`src/rtl/cg_iteration_sequencer_pkg.sv`:
```
// Shared state encodings, stage indices and helpers
// for the conjugate-gradient iteration sequencer.
package cg_iteration_sequencer_pkg;

  typedef enum logic [3:0] {
    S_IDLE   = 4'd0,
    S_RSOLD  = 4'd1,
    S_CHK0   = 4'd2,
    S_MXV    = 4'd3,
    S_PAP    = 4'd4,
    S_ALPHA  = 4'd5,
    S_UPD_XR = 4'd6,
    S_RSNEW  = 4'd7,
    S_CHECK  = 4'd8,
    S_BETA   = 4'd9,
    S_UPD_P  = 4'd10,
    S_DONE   = 4'd11
  } state_e;

  localparam int STG_RSOLD = 0;
  localparam int STG_MXV   = 1;
  localparam int STG_PAP   = 2;
  localparam int STG_ALPHA = 3;
  localparam int STG_UPDXR = 4;
  localparam int STG_RSNEW = 5;
  localparam int STG_BETA  = 6;
  localparam int STG_UPDP  = 7;

  function automatic int ceil_div(int a, int b);
    return (a + b - 1) / b;
  endfunction

  function automatic logic [7:0] stage_of(state_e s);
    logic [7:0] v;
    v = '0;
    case (s)
      S_RSOLD:  v[STG_RSOLD] = 1'b1;
      S_MXV:    v[STG_MXV]   = 1'b1;
      S_PAP:    v[STG_PAP]   = 1'b1;
      S_ALPHA:  v[STG_ALPHA] = 1'b1;
      S_UPD_XR: v[STG_UPDXR] = 1'b1;
      S_RSNEW:  v[STG_RSNEW] = 1'b1;
      S_BETA:   v[STG_BETA]  = 1'b1;
      S_UPD_P:  v[STG_UPDP]  = 1'b1;
      default:  v = '0;
    endcase
    return v;
  endfunction

  function automatic state_e next_stage(state_e s);
    state_e n;
    case (s)
      S_RSOLD:  n = S_CHK0;
      S_MXV:    n = S_PAP;
      S_PAP:    n = S_ALPHA;
      S_ALPHA:  n = S_UPD_XR;
      S_UPD_XR: n = S_RSNEW;
      S_RSNEW:  n = S_CHECK;
      S_BETA:   n = S_UPD_P;
      S_UPD_P:  n = S_MXV;
      default:  n = S_IDLE;
    endcase
    return n;
  endfunction

  // Negative residual real parts are treated as converged
  function automatic logic is_conv(
    logic [31:0] re,
    logic [31:0] tol
  );
    return re[31] | (re <= tol);
  endfunction

endpackage

```
`src/rtl/cg_read_burst.sv`:
```
// Vector-read strobe generator: count pulses,
// high one cycle / low one cycle, then done.
module cg_read_burst #(
  parameter int CNT_W = 8
) (
  input  logic             clk,
  input  logic             rst_n,
  input  logic             i_go,
  input  logic             i_clr,
  input  logic [CNT_W-1:0] i_count,
  output logic             o_strobe,
  output logic             o_done
);

  logic [CNT_W-1:0] r_rem;
  logic             r_active;
  logic             r_strobe;
  logic             r_done;

  always_ff @(posedge clk or negedge rst_n) begin
    if (!rst_n) begin
      r_rem    <= '0;
      r_active <= 1'b0;
      r_strobe <= 1'b0;
      r_done   <= 1'b0;
    end else if (i_clr) begin
      r_rem    <= '0;
      r_active <= 1'b0;
      r_strobe <= 1'b0;
      r_done   <= 1'b0;
    end else if (i_go) begin
      r_rem    <= i_count - 1'b1;
      r_active <= 1'b1;
      r_strobe <= 1'b1;
      r_done   <= 1'b0;
    end else if (r_active) begin
      if (r_strobe) begin
        r_strobe <= 1'b0;
        if (r_rem == '0) begin
          r_active <= 1'b0;
          r_done   <= 1'b1;
        end
      end else begin
        r_strobe <= 1'b1;
        r_rem    <= r_rem - 1'b1;
      end
    end
  end

  assign o_strobe = r_strobe;
  assign o_done   = r_done;

endmodule

```
`src/rtl/cg_iteration_sequencer.sv`:
```
// CG solve sequencer: stage FSM, watchdog,
// rsold/rsnew latches and convergence test.
module cg_iteration_sequencer
  import cg_iteration_sequencer_pkg::*;
#(
  parameter int N_EQN   = 10,
  parameter int NU      = 8,
  parameter int ELEM_W  = 64,
  parameter int ITER_W  = 16,
  parameter int TIMEOUT = 4096
) (
  input  logic              clk,
  input  logic              reset_n,
  input  logic              start,
  input  logic              abort,
  input  logic [31:0]       tolerance,
  input  logic [ITER_W-1:0] max_iter,
  output logic [7:0]        stage_start,
  input  logic [7:0]        stage_done,
  input  logic [ELEM_W-1:0] vxv_result,
  output logic              rd_strobe,
  output logic [ELEM_W-1:0] rsold,
  output logic [ELEM_W-1:0] rsnew,
  output logic [ITER_W-1:0] iter_count,
  output logic              busy,
  output logic              done,
  output logic              converged,
  output logic              iter_limit,
  output logic              timed_out,
  output logic [3:0]        state_dbg
);

  localparam int BURST = ceil_div(N_EQN, NU);
  localparam int WD_W  = $clog2(TIMEOUT + 1);

  state_e            r_state;
  state_e            w_next;
  logic [7:0]        r_stage_start;
  logic [WD_W-1:0]   r_wd;
  logic [ELEM_W-1:0] r_rsold;
  logic [ELEM_W-1:0] r_rsnew;
  logic [ITER_W-1:0] r_iter;
  logic              r_busy;
  logic              r_done;
  logic              r_conv;
  logic              r_lim;
  logic              r_to;

  logic [7:0]        w_stage;
  logic              w_is_stage;
  logic              w_is_vxv;
  logic              w_burst_done;
  logic              w_hit;
  logic              w_wd_exp;
  logic              w_conv_old;
  logic              w_conv_new;
  logic              w_lim;
  logic [ITER_W:0]   w_iter_inc;

  assign w_stage    = stage_of(r_state);
  assign w_is_stage = |w_stage;
  assign w_is_vxv   = (r_state == S_RSOLD) ||
                      (r_state == S_RSNEW);
  // A finish pulse in the start cycle is not ours
  assign w_hit      = w_is_stage &&
                      !(|r_stage_start) &&
                      (|(stage_done & w_stage)) &&
                      (!w_is_vxv || w_burst_done);
  assign w_wd_exp   = (r_wd == WD_W'(TIMEOUT - 1));
  assign w_conv_old = is_conv(r_rsold[ELEM_W-1 -: 32],
                              tolerance);
  assign w_conv_new = is_conv(r_rsnew[ELEM_W-1 -: 32],
                              tolerance);
  assign w_iter_inc = {1'b0, r_iter} + 1'b1;
  assign w_lim      = (|max_iter) &&
                      (w_iter_inc == {1'b0, max_iter});

  cg_read_burst #(
    .CNT_W (8)
  ) u_burst (
    .clk      (clk),
    .rst_n    (reset_n),
    .i_go     (r_stage_start[STG_RSOLD] |
               r_stage_start[STG_RSNEW]),
    .i_clr    (abort || !w_is_vxv),
    .i_count  (8'(BURST)),
    .o_strobe (rd_strobe),
    .o_done   (w_burst_done)
  );

  always_comb begin
    w_next = r_state;
    if (abort) begin
      w_next = S_IDLE;
    end else begin
      case (r_state)
        S_IDLE:
          if (start) w_next = S_RSOLD;
        S_CHK0:
          w_next = w_conv_old ? S_DONE : S_MXV;
        S_CHECK:
          w_next = (w_conv_new || w_lim) ?
                   S_DONE : S_BETA;
        S_DONE:
          w_next = S_IDLE;
        default:
          if (!w_is_stage)  w_next = S_IDLE;
          else if (w_hit)   w_next = next_stage(r_state);
          else if (w_wd_exp) w_next = S_DONE;
      endcase
    end
  end

  always_ff @(posedge clk or negedge reset_n) begin
    if (!reset_n) begin
      r_state       <= S_IDLE;
      r_stage_start <= '0;
      r_wd          <= '0;
      r_rsold       <= '0;
      r_rsnew       <= '0;
      r_iter        <= '0;
      r_busy        <= 1'b0;
      r_done        <= 1'b0;
      r_conv        <= 1'b0;
      r_lim         <= 1'b0;
      r_to          <= 1'b0;
    end else begin
      r_state       <= w_next;
      r_stage_start <= (w_next != r_state) ?
                       stage_of(w_next) : '0;
      r_wd          <= (w_next == r_state && w_is_stage) ?
                       r_wd + 1'b1 : '0;
      r_done        <= (w_next == S_DONE);
      r_busy        <= (w_next != S_IDLE) &&
                       (w_next != S_DONE);
      if (!abort) begin
        if (r_state == S_IDLE && start) begin
          r_conv <= 1'b0;
          r_lim  <= 1'b0;
          r_to   <= 1'b0;
          r_iter <= '0;
        end
        if (w_hit && r_state == S_RSOLD)
          r_rsold <= vxv_result;
        if (w_hit && r_state == S_RSNEW)
          r_rsnew <= vxv_result;
        if (w_hit && r_state == S_UPD_P)
          r_rsold <= r_rsnew;
        if (w_is_stage && !w_hit && w_wd_exp)
          r_to <= 1'b1;
        if (r_state == S_CHK0 && w_conv_old)
          r_conv <= 1'b1;
        if (r_state == S_CHECK) begin
          if (w_conv_new)  r_conv <= 1'b1;
          else if (w_lim)  r_lim  <= 1'b1;
          if (~&r_iter)    r_iter <= r_iter + 1'b1;
        end
      end
    end
  end

  assign stage_start = r_stage_start;
  assign rsold       = r_rsold;
  assign rsnew       = r_rsnew;
  assign iter_count  = r_iter;
  assign busy        = r_busy;
  assign done        = r_done;
  assign converged   = r_conv;
  assign iter_limit  = r_lim;
  assign timed_out   = r_to;
  assign state_dbg   = r_state;

endmodule

```
`config.mk`:
```
export PLATFORM = sky130hd
export DESIGN_NAME = cg_iteration_sequencer
export DESIGN_NICKNAME = d
export VERILOG_FILES = /design/src/rtl/cg_iteration_sequencer_pkg.sv /design/src/rtl/cg_read_burst.sv /design/src/rtl/cg_iteration_sequencer.sv
export SDC_FILE = /design/constraint.sdc
export NUM_CORES = 1
export LEC_CHECK = 0
export CAP_MARGIN = 25
export CORE_MARGIN = 1
export CORE_UTILIZATION = 53
export CTS_CLUSTER_SIZE = 8
export DETAILED_ROUTE_END_ITERATION = 7
export PLACE_DENSITY_LB_ADDON = 0.15
export SLEW_MARGIN = 0
export SYNTH_ARGS = -nofsm -noshare
export SYNTH_HDL_FRONTEND = slang
export SYNTH_SLANG_ARGS = --single-unit
```
`constraint.sdc`:
```
create_clock -name clk -period 4.4 [get_ports clk]
set_input_delay 0.88 -clock clk [delete_from_list [all_inputs] [get_ports clk]]
set_output_delay 0.88 -clock clk [all_outputs]
set_load 0.005 [all_outputs]
```
## Word-level counts from Yosys, hierarchy flattened

Memories as Yosys holds them, arrays and structs flattened.
Cells that the tools add are included.

| word-level totals | value |
|---|---|
| input port bits | 124 |
| memories | 1 |
| flip-flop bits (word level) | 185 |
| bits in latches | 0 |
| bits in writable memories | 0 |
| ROM bits | 64 |
| word-level logic and storage cells | 150 |
| output and inout bits | 162 |

| cells by class | value |
|---|---|
| add/sub/neg operators | 4 |
| equality and inequality tests | 26 |
| bitwise operators | 5 |
| shifts and indexed selects | 0 |
| order comparisons | 2 |
| reduce and logical (&&, ||, !) cells | 38 |
| multipliers | 0 |
| multiplexer cells | 59 |
| div/mod/pow operators | 0 |

Memory list:

| memory | depth | bits a word | read ports | clocked after Yosys merged registers in | wr ports | line | text |
|---|---|---|---|---|---|---|---|
| (name not given) | 16 | 4 | 1 | 0 | 0 | cg_iteration_sequencer_pkg.sv:52 | `case (s)` |

Operators with widths:

| cell | number |
|---|---|
| two-way mux 64 bit | 2 |
| less-or-equal comparator 32 bit | 2 |
| two-way mux 16 bit | 3 |
| two-way mux 1 bit | 40 |
| two-way mux 8 bit | 5 |
| equality test 4 x 3 -> 1 bit, second input constant | 8 |
| equality test 4 bit, second input constant | 7 |
| two-way mux 4 bit | 6 |
| OR reduction 8 bit | 3 |
| adder 16 x 1 -> 17 bit, second input constant | 1 |
| equality test 17 x 16 -> 1 bit | 1 |
| adder 16 x 1 -> 16 bit, second input constant | 1 |
| one-hot mux 4 bit (4 select lines) | 1 |
| AND reduction 16 bit | 1 |
| OR reduction 16 bit | 1 |
| adder 13 x 1 -> 13 bit, second input constant | 1 |
| equality test 13 x 12 -> 1 bit, second input constant | 1 |
| logical AND 1 bit | 13 |
| two-way mux 13 bit | 1 |
| equality test 4 x 2 -> 1 bit, second input constant | 3 |
| nonzero test 3 bit | 3 |
| bitwise AND 8 bit | 1 |
| equality test 4 x 1 -> 1 bit, second input constant | 2 |
| logical NOT 8 bit | 1 |
| 15 further kinds | 26 |

## Logic depth before layout (Yosys ltp)

Gate-level depths: netlist of run 1.

| depth | value |
|---|---|
| word-level depth | 13 |
| mapped depth | 14 |

## Cells and area by module

Synthesis of run 1 repeated with hierarchy kept, for this count alone.

| unflattened totals | value |
|---|---|
| cell total of the unflattened synthesis | 1,062 |
| area total of the unflattened synthesis | 10,832.9 µm² |

Modules (own cells, without submodules):

| module | cells an instance | times used | area each (µm²) | sequential area each (µm²) |
|---|---|---|---|---|
| cg_iteration_sequencer | 982 | 1 | 10,094.7 | 4,354.2 |
| cg_read_burst | 80 | 1 | 738.2 | 275.3 |

## Worst setup path before layout of run 1

No wires, ideal clock.

| timing path | value |
|---|---|
| path type | input to register |
| start point | input port tolerance[31] |
| end point | register r_wd[10] |
| stages on the path | 10 |
| required time | 4.273 ns |
| slack | 1.274 ns |
| setup time | 0.127 ns |
| data arrival time | 2.999 ns |
| cell sequence | inv_1 -> ha_1 -> nand4_1 -> nor4_1 -> a221oi_1 -> a311oi_1 -> o31ai_4 -> xnor2_2 -> buf_6 -> nor3_2 |

| on the way | value |
|---|---|
| word-level cells in the longest chain between the ends | 9 |
| elaborated cells on any way between the ends | 12 |
| those cells by class | order compare: 2; eq/ne: 1; mux: 5; bitwise: 2; reduce/logical: 2 |

RTL lines:

| item | line | text |
|---|---|---|
| start: declaration | cg_iteration_sequencer.sv:16 | `input logic [31:0] tolerance,` |
| less-or-equal comparator 32 bit | cg_iteration_sequencer_pkg.sv:71 | `return re[31] \| (re <= tol);` |
| OR 1 bit | cg_iteration_sequencer_pkg.sv:71 |  |
| logical OR 1 bit | cg_iteration_sequencer.sv:102 | `w_next = (w_conv_new \|\| w_lim) ?` |
| two-way mux 2 bit | cg_iteration_sequencer.sv:102 |  |
| one-hot mux 4 bit (4 select lines) (*) | cg_iteration_sequencer.sv:96 | `case (r_state)` |
| two-way mux 4 bit (*) | cg_iteration_sequencer.sv:93 | `if (abort) begin` |
| equality test 4 bit (*) | cg_iteration_sequencer.sv:131 | `r_wd <= (w_next == r_state && w_is_stage) ?` |
| logical AND 1 bit (*) | cg_iteration_sequencer.sv:131 |  |
| two-way mux 13 bit (*) | cg_iteration_sequencer.sv:131 |  |
| end signal: assignment | cg_iteration_sequencer.sv:131 |  |
| end: declaration | cg_iteration_sequencer.sv:39 | `logic [WD_W-1:0] r_wd;` |

Mark *: on every way between the ends. The rest lies on a longest branch, timed or not.
A chain may end at the register's enable or synchronous reset.

## Final worst setup path of run 1

| timing path | value |
|---|---|
| start point | register r_state[1] (netlist: state_dbg[1]) |
| end point | register r_wd[1] |

| on the way | value |
|---|---|
| word-level cells in the longest chain between the ends | 13 |
| elaborated cells on any way between the ends | 39 |
| those cells by class | eq/ne: 12; mux: 15; bitwise: 1; reduce/logical: 10; memory: 1 |

RTL lines:

| item | line | text |
|---|---|---|
| start: declaration | cg_iteration_sequencer.sv:36 | `state_e r_state;` |
| start signal: assignment | cg_iteration_sequencer.sv:128 | `r_state <= w_next;` |
| equality test 4 x 1 -> 1 bit, or another cell as far along | cg_iteration_sequencer_pkg.sv:36, cg_iteration_sequencer.sv:62 |  |
| two-way mux 1 bit | cg_iteration_sequencer_pkg.sv:36 | `case (s)` |
| bitwise AND 8 bit / OR reduction 8 bit (equally long branches) | cg_iteration_sequencer.sv:67, cg_iteration_sequencer.sv:61 |  |
| OR reduction 8 bit / logical AND 1 bit (equally long branches) | cg_iteration_sequencer.sv:67, cg_iteration_sequencer.sv:65 |  |
| logical AND 1 bit | cg_iteration_sequencer.sv:66 | `!(\|r_stage_start) &&` |
| logical AND 1 bit | cg_iteration_sequencer.sv:67 | `(\|(stage_done & w_stage)) &&` |
| two-way mux 4 bit | cg_iteration_sequencer.sv:108 | `else if (w_hit) w_next = next_stage(r_state);` |
| two-way mux 4 bit | cg_iteration_sequencer.sv:107 | `if (!w_is_stage) w_next = S_IDLE;` |
| one-hot mux 4 bit (4 select lines) | cg_iteration_sequencer.sv:96 |  |
| two-way mux 4 bit | cg_iteration_sequencer.sv:93 |  |
| equality test 4 bit | cg_iteration_sequencer.sv:131 |  |
| logical AND 1 bit (*) | cg_iteration_sequencer.sv:131 |  |
| two-way mux 13 bit (*) | cg_iteration_sequencer.sv:131 |  |

Marked as above.

==> summary.md, run 1 <==
| Metric | Value |
|---|---|
| Site Rows | 51 |
| Worst hold-check slack | 0.3673 ns |
| Total GRT Usage | 0.2981 |
| Share of total power in the clock network | 0.281 |
| YS warnings | 0 |
| F_max | 0.2632 GHz |
| Final core occ | 0.7342 |
| Buffers on Ports | 285 |
| Delay of the slowest critical-path stage | 0.70 ns |
| Post-CTS Resized | 0 |
| Max-slew violations | 0 |
| Leak Pwr | 6.784 nW |
| Area contributors post-synth | dfrtp_1 43%, ha_1 8.5%, mux2_2 6.6%, mux2i_1 6.3%, o21ai_0 4.9% |
| Seq/Total Area, Yosys | 0.4303 |
| Post-synth EDFFs | 0 |
| Hpwl dp | 21.97 mm |
| Int Power | 3.594 mW |
| Vias in the first global route | 9104 |
| CTS Hold Bufs | 0 |
| Final instance area | 0.01443 mm2 |
| Worst setup EP type | flip-flop |
| Clock root buffer | clkbuf_16 |
| Routability Congestion | 0.9357 |
| Final setup viols | 0 |
| Post-route insts no fill | 1590 |
| Clk buf depth | 2 |
| Minimum clock period | 3.799 ns |
| Largest net degree at the start of global routing | 94 |
| Die Ht | 144.5 um |
| Synth Instances | 1051 |
| Combinational Power Share | 0.330 |
| Setup CP Type | flip-flop to flip-flop |
| Critical Path Source Type | flip-flop |
| Leading area contributor after synthesis | dfrtp_1 |
| Worst-path fanout max | 13 |
| Final worst path period share | 0.8634 |
| Ys flop type | dfrtp_1 |
| CP max-delay cell | xnor2_2 |
| Global-route wire length before repair | 47.35 mm |
| Reg-to-reg endpoint | r_wd[1]$_DFF_PN0_ |
| Pwr/cell area | 382.0 mW/mm2 |
| TritonCTS Buffers | 17 |
| Initial antenna violation count | 1 |
| Final Net Count | 1508 |
| DRC Markers | 0 |
| Required time of the critical path | 4.68 ns |
| Worst slew pin tran | 0.8831 ns |
| Placed Area | 0.01383 mm2 |
| Wire length per cell | 18.93 um |
| Clock skew | 0.01467 ns |
| Synthesized area | 0.01076 mm2 |
| Cells along the critical path | inv_1 > ha_1 > a22oi_1 > a211oi_1 > o21a_1 > nor3_1 > o31ai_1 > o31ai_4 > xnor2_2 > nor3b_1 |
| Worst vdd ir | 0.2733 mV |
| Syn nets | 1248 |
| Hold WC Path Type | primary input to async pin |
| P&R area growth vs syn | 34.14% |
| Die area | 0.02087 mm2 |
| Sequential share of power | 0.389 |
| Vias | 9087 |
| Antenna-violating nets left | 0 |
| Worst-Skew Late Latency | 0.44 ns |
| R2R setup slack | 0.60 ns |
| Max cap viols | 0 |
| Synth top cells by count | 185 x dfrtp_1, 118 x nand2_1, 106 x o21ai_0 |
| H-tree depth | 4 |
| Crit path arrival time | 4.08 ns |
| Pre-Repair DR Iteration Count | 5 |
| Fraction of registers with async set/reset | 1.000 |
| Setup Buffers After CTS | 0 |
| Slew HR | 0.4084 |
| Synth Register Bits | 185 |
| Fin Setup TNS | 0 ns |
| Reg2Reg Depth | 10 |
| Global route overflow | 0 |
| Initial Util | 0.5474 |
| Layout cells sized above 1 | 0.1095 |
| Final hold vios | 0 |
| Clock Sinks | 185 |
| Avg Cell Area, Syn | 10.24 um2 |
| Post-synthesis cell type count | 77 |
| Outcome | completed |
| RSZ-0062 raised after global routing | false |
| DRT Wirelength | 30.09 mm |
| Reg-to-Reg Start | state_dbg[1]$_DFF_PN0_ |
| Psw | 1.919 mW |
| I/O pin total | 286 |
| DRT iter0 DRCs | 518 |
| Count leader, synth | dfrtp_1 |
| Core area | 0.01965 mm2 |
| Post-Place Cells | 1557 |
| Net Sw Frac | 0.3480 |
| Die span in x | 144.5 um |
| Vias per cell | 5.715 |
| CTS tree | done |
| Clock-pin slew on the worst setup and hold paths | 0.08 ns |
| Share of the synthesized area in the top cell type | 0.4303 |
==> cell type report <==
type / count / area, um2
flip-flops and latches: 185 / 4629
inverters: 43 / 161.4
diodes: 1 / 2.502
clock buffers: 17 / 425.4
clock inverters: 15 / 172.7
well taps: 265 / 331.6
fillers: 1502 / 5224
repair buffers: 298 / 3002
multi-input cells: 766 / 5705
==> registers in the layout, indices dropped and copies added, names as in the netlist, 4 cells and up <==
signal,flops
rsold,64
state_dbg,4
stage_start,8
iter_count,16
r_wd,13
rsnew,64
u_burst.r_rem,8
==> cells in the final DEF (no fill, tap or decap), drive strengths merged, types with 3 or more instances in the layout <==
master	synthesis	final
or3	7	7
clkdlybuf4s50	0	284
nand2	118	118
a2111oi	4	4
clkbuf	27	17
and2	3	3
o31ai	5	5
a221oi	4	4
a22oi	4	4
nand3b	4	4
and3	3	3
nand3	32	32
inv	43	50
a31oi	5	5
buf	30	14
ha	73	73
o211ai	5	5
nand2b	9	9
and4	6	6
nor3b	3	3
o21bai	4	4
a21oi	38	38
nor4	19	19
mux2	64	64
mux2i	68	68
xnor2	26	26
o41ai	3	3
o21ai	108	108
nand4	26	26
a211oi	13	13
nor2	34	34
clkinv	0	8
dfrtp	185	185
nor2b	11	11
xor2	17	17
nor3	24	24
==> stage by stage <==
stage                     worst slack (ns)  total power, mW
after detailed placement            0.2061            3.982
after global placement              0.2773            3.935
final                               0.6010            5.513
after floorplan                      1.274            3.063
after global routing                0.3120            5.813
after CTS                           0.5925            5.543
==> routing by layer <==
metal / part of all wire / vias up / global-route usage / wire, um
met3: 0.087 / 66 / 0.08874 / 2630
met1: 0.42 / 4333 / 0.3674 / 12510
met4: 0.033 / 0 / 0.1075 / 985
met5: 0 / - / 0 / 0
met2: 0.46 / 361 / 0.4939 / 13970
li1: - / 4327 / - / -
==> power by group through the flow <==
stage               Clock, mW  Combinational, mW  Sequential, mW
CTS                      1.58               1.82            2.14
detailed placement          0               1.81            2.18
global placement            0               1.77            2.16
finish                   1.55               1.82            2.15
floorplan                   0              0.923            2.14
global route             1.63               2.00            2.18
==> worst max path at each step <==
| stage | from | endpoint | slack, ns |
|---|---|---|---|
| after floorplan | tolerance[31] | r_wd[10]$_DFF_PN0_ | 1.27 |
| after global placement | tolerance[11] | r_wd[1]$_DFF_PN0_ | 0.28 |
| after detailed placement | tolerance[11] | r_wd[1]$_DFF_PN0_ | 0.21 |
| after CTS | state_dbg[1]$_DFF_PN0_ | r_wd[1]$_DFF_PN0_ | 0.59 |
| after global routing | state_dbg[1]$_DFF_PN0_ | r_wd[1]$_DFF_PN0_ | 0.31 |
| final | state_dbg[1]$_DFF_PN0_ | r_wd[1]$_DFF_PN0_ | 0.60 |
==> worst max-delay path: cells and delay by family, from the launching register on <==
family / cells / cell delay, ns
flip-flops: 1 / 0.44
adder cells (fa/ha/maj): 1 / 0.42
AO/OA/AOI/OAI: 5 / 1.61
buffers and inverters: 1 / 0.23
AND/OR/NAND/NOR: 2 / 0.24
XOR/XNOR: 1 / 0.70
==> kinds of logic (layout without fill, tap and decap cells) <==
kind of cell / count (synthesis) / in the layout / synth area share
xor gates and xnor gates: 44 / 44 / 0.03792
muxes: 132 / 132 / 0.1306
and+or+nand+nor: 307 / 307 / 0.1555
DFF: 185 / 185 / 0.4303
adders and majority gates: 73 / 73 / 0.08490
AOI/OAI and AO/OA: 210 / 210 / 0.1194
other: 0 / 1 / 0
buffers and inverters: 100 / 373 / 0.04129
Note: power is estimated with default switching activity, not from simulation.
==> inputs of run 2 (changes only) <==
- CORE_UTILIZATION: 53 -> 54
- SYNTH_HIERARCHICAL: unset -> 1
==> run 2 against run 1 <==
Net effect: global-route usage about the same; synthesized cell count rose by 1.0%; final area up 1.7%; hold slack lost 0.033 ns; largest cell class unchanged; flip-flop and latch count is the same; highest routed layer unchanged; largest power group unchanged; via count up 1.7%; non-clock buffer count increased by 7; combinational power decreased by 9%; synthesized area rose by 0.70%.
==> summary.md, run 2 <==
| Metric | Value |
|---|---|
| Outcome | completed (unchanged) |
| Fin Setup TNS | 0 ns (unchanged) |
| Largest net degree at the start of global routing | 118 (was 94) |
| R2R setup slack | 0.61 ns (was 0.60 ns) |
| Synth Register Bits | 185 (unchanged) |
| Clock root buffer | clkbuf_16 (unchanged) |
| CTS tree | done (unchanged) |
| Post-CTS Resized | 0 (unchanged) |
| I/O pin total | 286 (unchanged) |
| Die span in x | 143.6 um (was 144.5 um) |
| Final hold vios | 0 (unchanged) |
| FILL cells | 1459 (was 1502) |
| YS warnings | 6 (was 0) |
| Worst vdd ir | 0.3155 mV (was 0.2733 mV) |
| Initial Util | 0.5530 (was 0.5474) |
| Die Ht | 143.6 um (was 144.5 um) |
| Final worst path period share | 0.9151 (was 0.8634) |
| Die area | 0.02063 mm2 (was 0.02087 mm2) |
| Worst-path fanout max | 21 (was 13) |
| F_max | 0.2484 GHz (was 0.2632 GHz) |
| Clk buf depth | 2 (unchanged) |
| Layout cells sized above 1 | 0.1139 (was 0.1095) |
| Final core occ | 0.7489 (was 0.7342) |
| Wire length per cell | 18.39 um (was 18.93 um) |
| Share of the synthesized area in the top cell type | 0.4274 (was 0.4303) |
| Seq/Total Area, Yosys | 0.4274 (was 0.4303) |
| Leading area contributor after synthesis | dfrtp_1 (unchanged) |
| Fraction of registers with async set/reset | 1.000 (unchanged) |
| Synthesized area | 0.01083 mm2 (was 0.01076 mm2) |
| Minimum clock period | 4.026 ns (was 3.799 ns) |
| Final instance area | 0.01467 mm2 (was 0.01443 mm2) |
| Post-synth EDFFs | 0 (unchanged) |
| Core area | 0.01959 mm2 (was 0.01965 mm2) |
| Required time of the critical path | 4.71 ns (was 4.68 ns) |
| Critical Path Source Type | primary input (was flip-flop) |
| RSZ-0062 raised after global routing | false (unchanged) |
| Leak Pwr | 6.446 nW (was 6.784 nW) |
| Clock-pin slew on the worst setup and hold paths | 0.07 ns (was 0.08 ns) |
| Max-slew violations | 0 (unchanged) |
| Hold WC Path Type | primary input to async pin (unchanged) |
| DRT Wirelength | 30.10 mm (was 30.09 mm) |
| TritonCTS Buffers | 17 (unchanged) |
| DRC Markers | 0 (unchanged) |
| Worst setup EP type | flip-flop (unchanged) |
| Worst-Skew Late Latency | 0.43 ns (was 0.44 ns) |
| Slew HR | 0.4555 (was 0.4084) |
| Max cap viols | 0 (unchanged) |
| Synth Instances | 1062 (was 1051) |
| Vias | 9245 (was 9087) |
| Clock skew | 0.01317 ns (was 0.01467 ns) |
| Hpwl dp | 22.19 mm (was 21.97 mm) |
| Synth top cells by count | 185 x dfrtp_1, 111 x nand2_1, 101 x o21ai_0 (was 185 x dfrtp_1, 118 x nand2_1, 106 x o21ai_0) |
| Setup Buffers After CTS | 0 (unchanged) |
| Avg Cell Area, Syn | 10.20 um2 (was 10.24 um2) |
| Post-synthesis cell type count | 77 (unchanged) |
| P&R area growth vs syn | 35.44% (was 34.14%) |
| Final setup viols | 0 (unchanged) |
| Area contributors post-synth | dfrtp_1 43%, ha_1 8.3%, mux2_2 6.9%, mux2i_1 6.6%, o21ai_0 4.7% (was dfrtp_1 43%, ha_1 8.5%, mux2_2 6.6%, mux2i_1 6.3%, o21ai_0 4.9%) |
| Clock Sinks | 185 (unchanged) |
| Routability Congestion | 0.8605 (was 0.9357) |
| Final Net Count | 1553 (was 1508) |
| Initial antenna violation count | 2 (was 1) |
| Setup CP Type | primary input to flip-flop (was flip-flop to flip-flop) |
| Pre-Repair DR Iteration Count | 5 (unchanged) |
| Vias per cell | 5.648 (was 5.715) |
| Crit path arrival time | 4.34 ns (was 4.08 ns) |
| H-tree depth | 4 (unchanged) |
| Total GRT Usage | 0.2983 (was 0.2981) |
| Pwr/cell area | 356.3 mW/mm2 (was 382.0 mW/mm2) |
| Ys flop type | dfrtp_1 (unchanged) |
| Global route overflow | 0 (unchanged) |
| Site Rows | 51 (unchanged) |
| Antenna-violating nets left | 0 (unchanged) |
| Commonest non-fill, non-tap cells in the layout | 284 x clkdlybuf4s50_1, 185 x dfrtp_1, 111 x nand2_1 (was 284 x clkdlybuf4s50_1, 185 x dfrtp_1, 118 x nand2_1) |
| Buffers on Ports | 285 (unchanged) |
| CTS Hold Bufs | 0 (unchanged) |
| Count leader, synth | dfrtp_1 (unchanged) |
| Leading cell type in the layout, fill and taps excluded | clkdlybuf4s50_1 (unchanged) |
| Vias in the first global route | 9154 (was 9104) |
| Placed Area | 0.01406 mm2 (was 0.01383 mm2) |
| Global-route wire length before repair | 47.42 mm (was 47.35 mm) |
| Worst slew pin tran | 0.8168 ns (was 0.8831 ns) |
| DRT iter0 DRCs | 413 (was 518) |
[run 2: cell count changes after synthesis, sizes merged, moves of 5 or more]
cell and change:
o21ai -5, a21o +7, and3 +7, nand2 -7, nor2 +12
[run 2: cells by family (layout without fill, tap and decap cells)]
logic type      count (synthesis)  after routing  share of synthesized area
compound gates                211            211                     0.1200
xor+xnor                       43             43                    0.03477
fa+ha+maj                      72             72                    0.08316
buf+inv                        98            383                    0.03996
flops                         185            185                     0.4274
mux                           137            137                     0.1342
other cells                     2             27                  0.0006933
simple gates                  314            314                     0.1599
[run 2: power by group]
group,total [mW],switching [mW],internal (mW)
clock network,1.53,0.712,0.815
logic,1.66,0.890,0.772
registers,2.04,0.161,1.88
total,5.23,1.76,3.47
[run 2: worst paths after layout]
check	from	to	cells after the start
worst max-delay path	tolerance[30]	stage_start[2]$_DFF_PN0_	12
worst min-delay path	reset_n	rsnew[50]$_DFFE_PN0P_	1
worst max register to register	state_dbg[2]$_DFF_PN0_	stage_start[2]$_DFF_PN0_	9
worst min register to register	rsold[0]$_DFFE_PN0P_	rsold[0]$_DFFE_PN0P_	2
max in group asynchronous	reset_n	rsold[20]$_DFFE_PN0P_	3
min in group clk	rsold[0]$_DFFE_PN0P_	rsold[0]$_DFFE_PN0P_	2
[run 2: metal layers]
| metal | global-route usage | share of wire | routed length, um | vias up |
|---|---|---|---|---|
| met5 | 0 | 0 | 0 | - |
| met4 | 0.1237 | 0.033 | 979 | 0 |
| met3 | 0.09830 | 0.092 | 2777 | 61 |
| met2 | 0.4831 | 0.47 | 14090 | 348 |
| met1 | 0.3650 | 0.41 | 12250 | 4420 |
| li1 | - | - | - | 4416 |
[run 2: cell type report]
type | count | area [um2] | area share
diodes | 2 | 5.005 | 0.0003411
well taps | 265 | 331.6 | 0.02260
clock inverters | 13 | 133.9 | 0.009125
repair buffers | 305 | 3077 | 0.2097
multi-input cells | 802 | 5879 | 0.4007
clock buffers | 19 | 442.9 | 0.03019
inverters | 46 | 172.7 | 0.01177
flip-flops and latches | 185 | 4629 | 0.3155
[run 2: worst max-delay path, stage by stage]
cell and delay, ns:
clkdlybuf4s50_1 0.48, inv_1 0.07, ha_1 0.32, nand4_1 0.21, nor4_1 0.48, nor3b_1 0.33, o31a_1 0.27, nor3_1 0.09
a311oi_2 0.33, a211oi_1 0.15, a211o_4 0.45, and4bb_2 0.26
[run 2: metrics by stage]
| stage | worst slack, ns | total power [mW] | hold slack (ns) | cells |
|---|---|---|---|---|
| after floorplan | 0.9832 | 2.981 | 0.4617 | 1085 |
| after global placement | 0.07637 | 3.668 | 0.4539 | 1602 |
| after detailed placement | -0.006555 | 3.712 | 0.4679 | 1602 |
| after CTS | 0.4330 | 5.246 | 0.4855 | 1634 |
| after global routing | 0.2367 | 5.508 | 0.3400 | 1637 |
| final | 0.3735 | 5.228 | 0.3345 | 1637 |
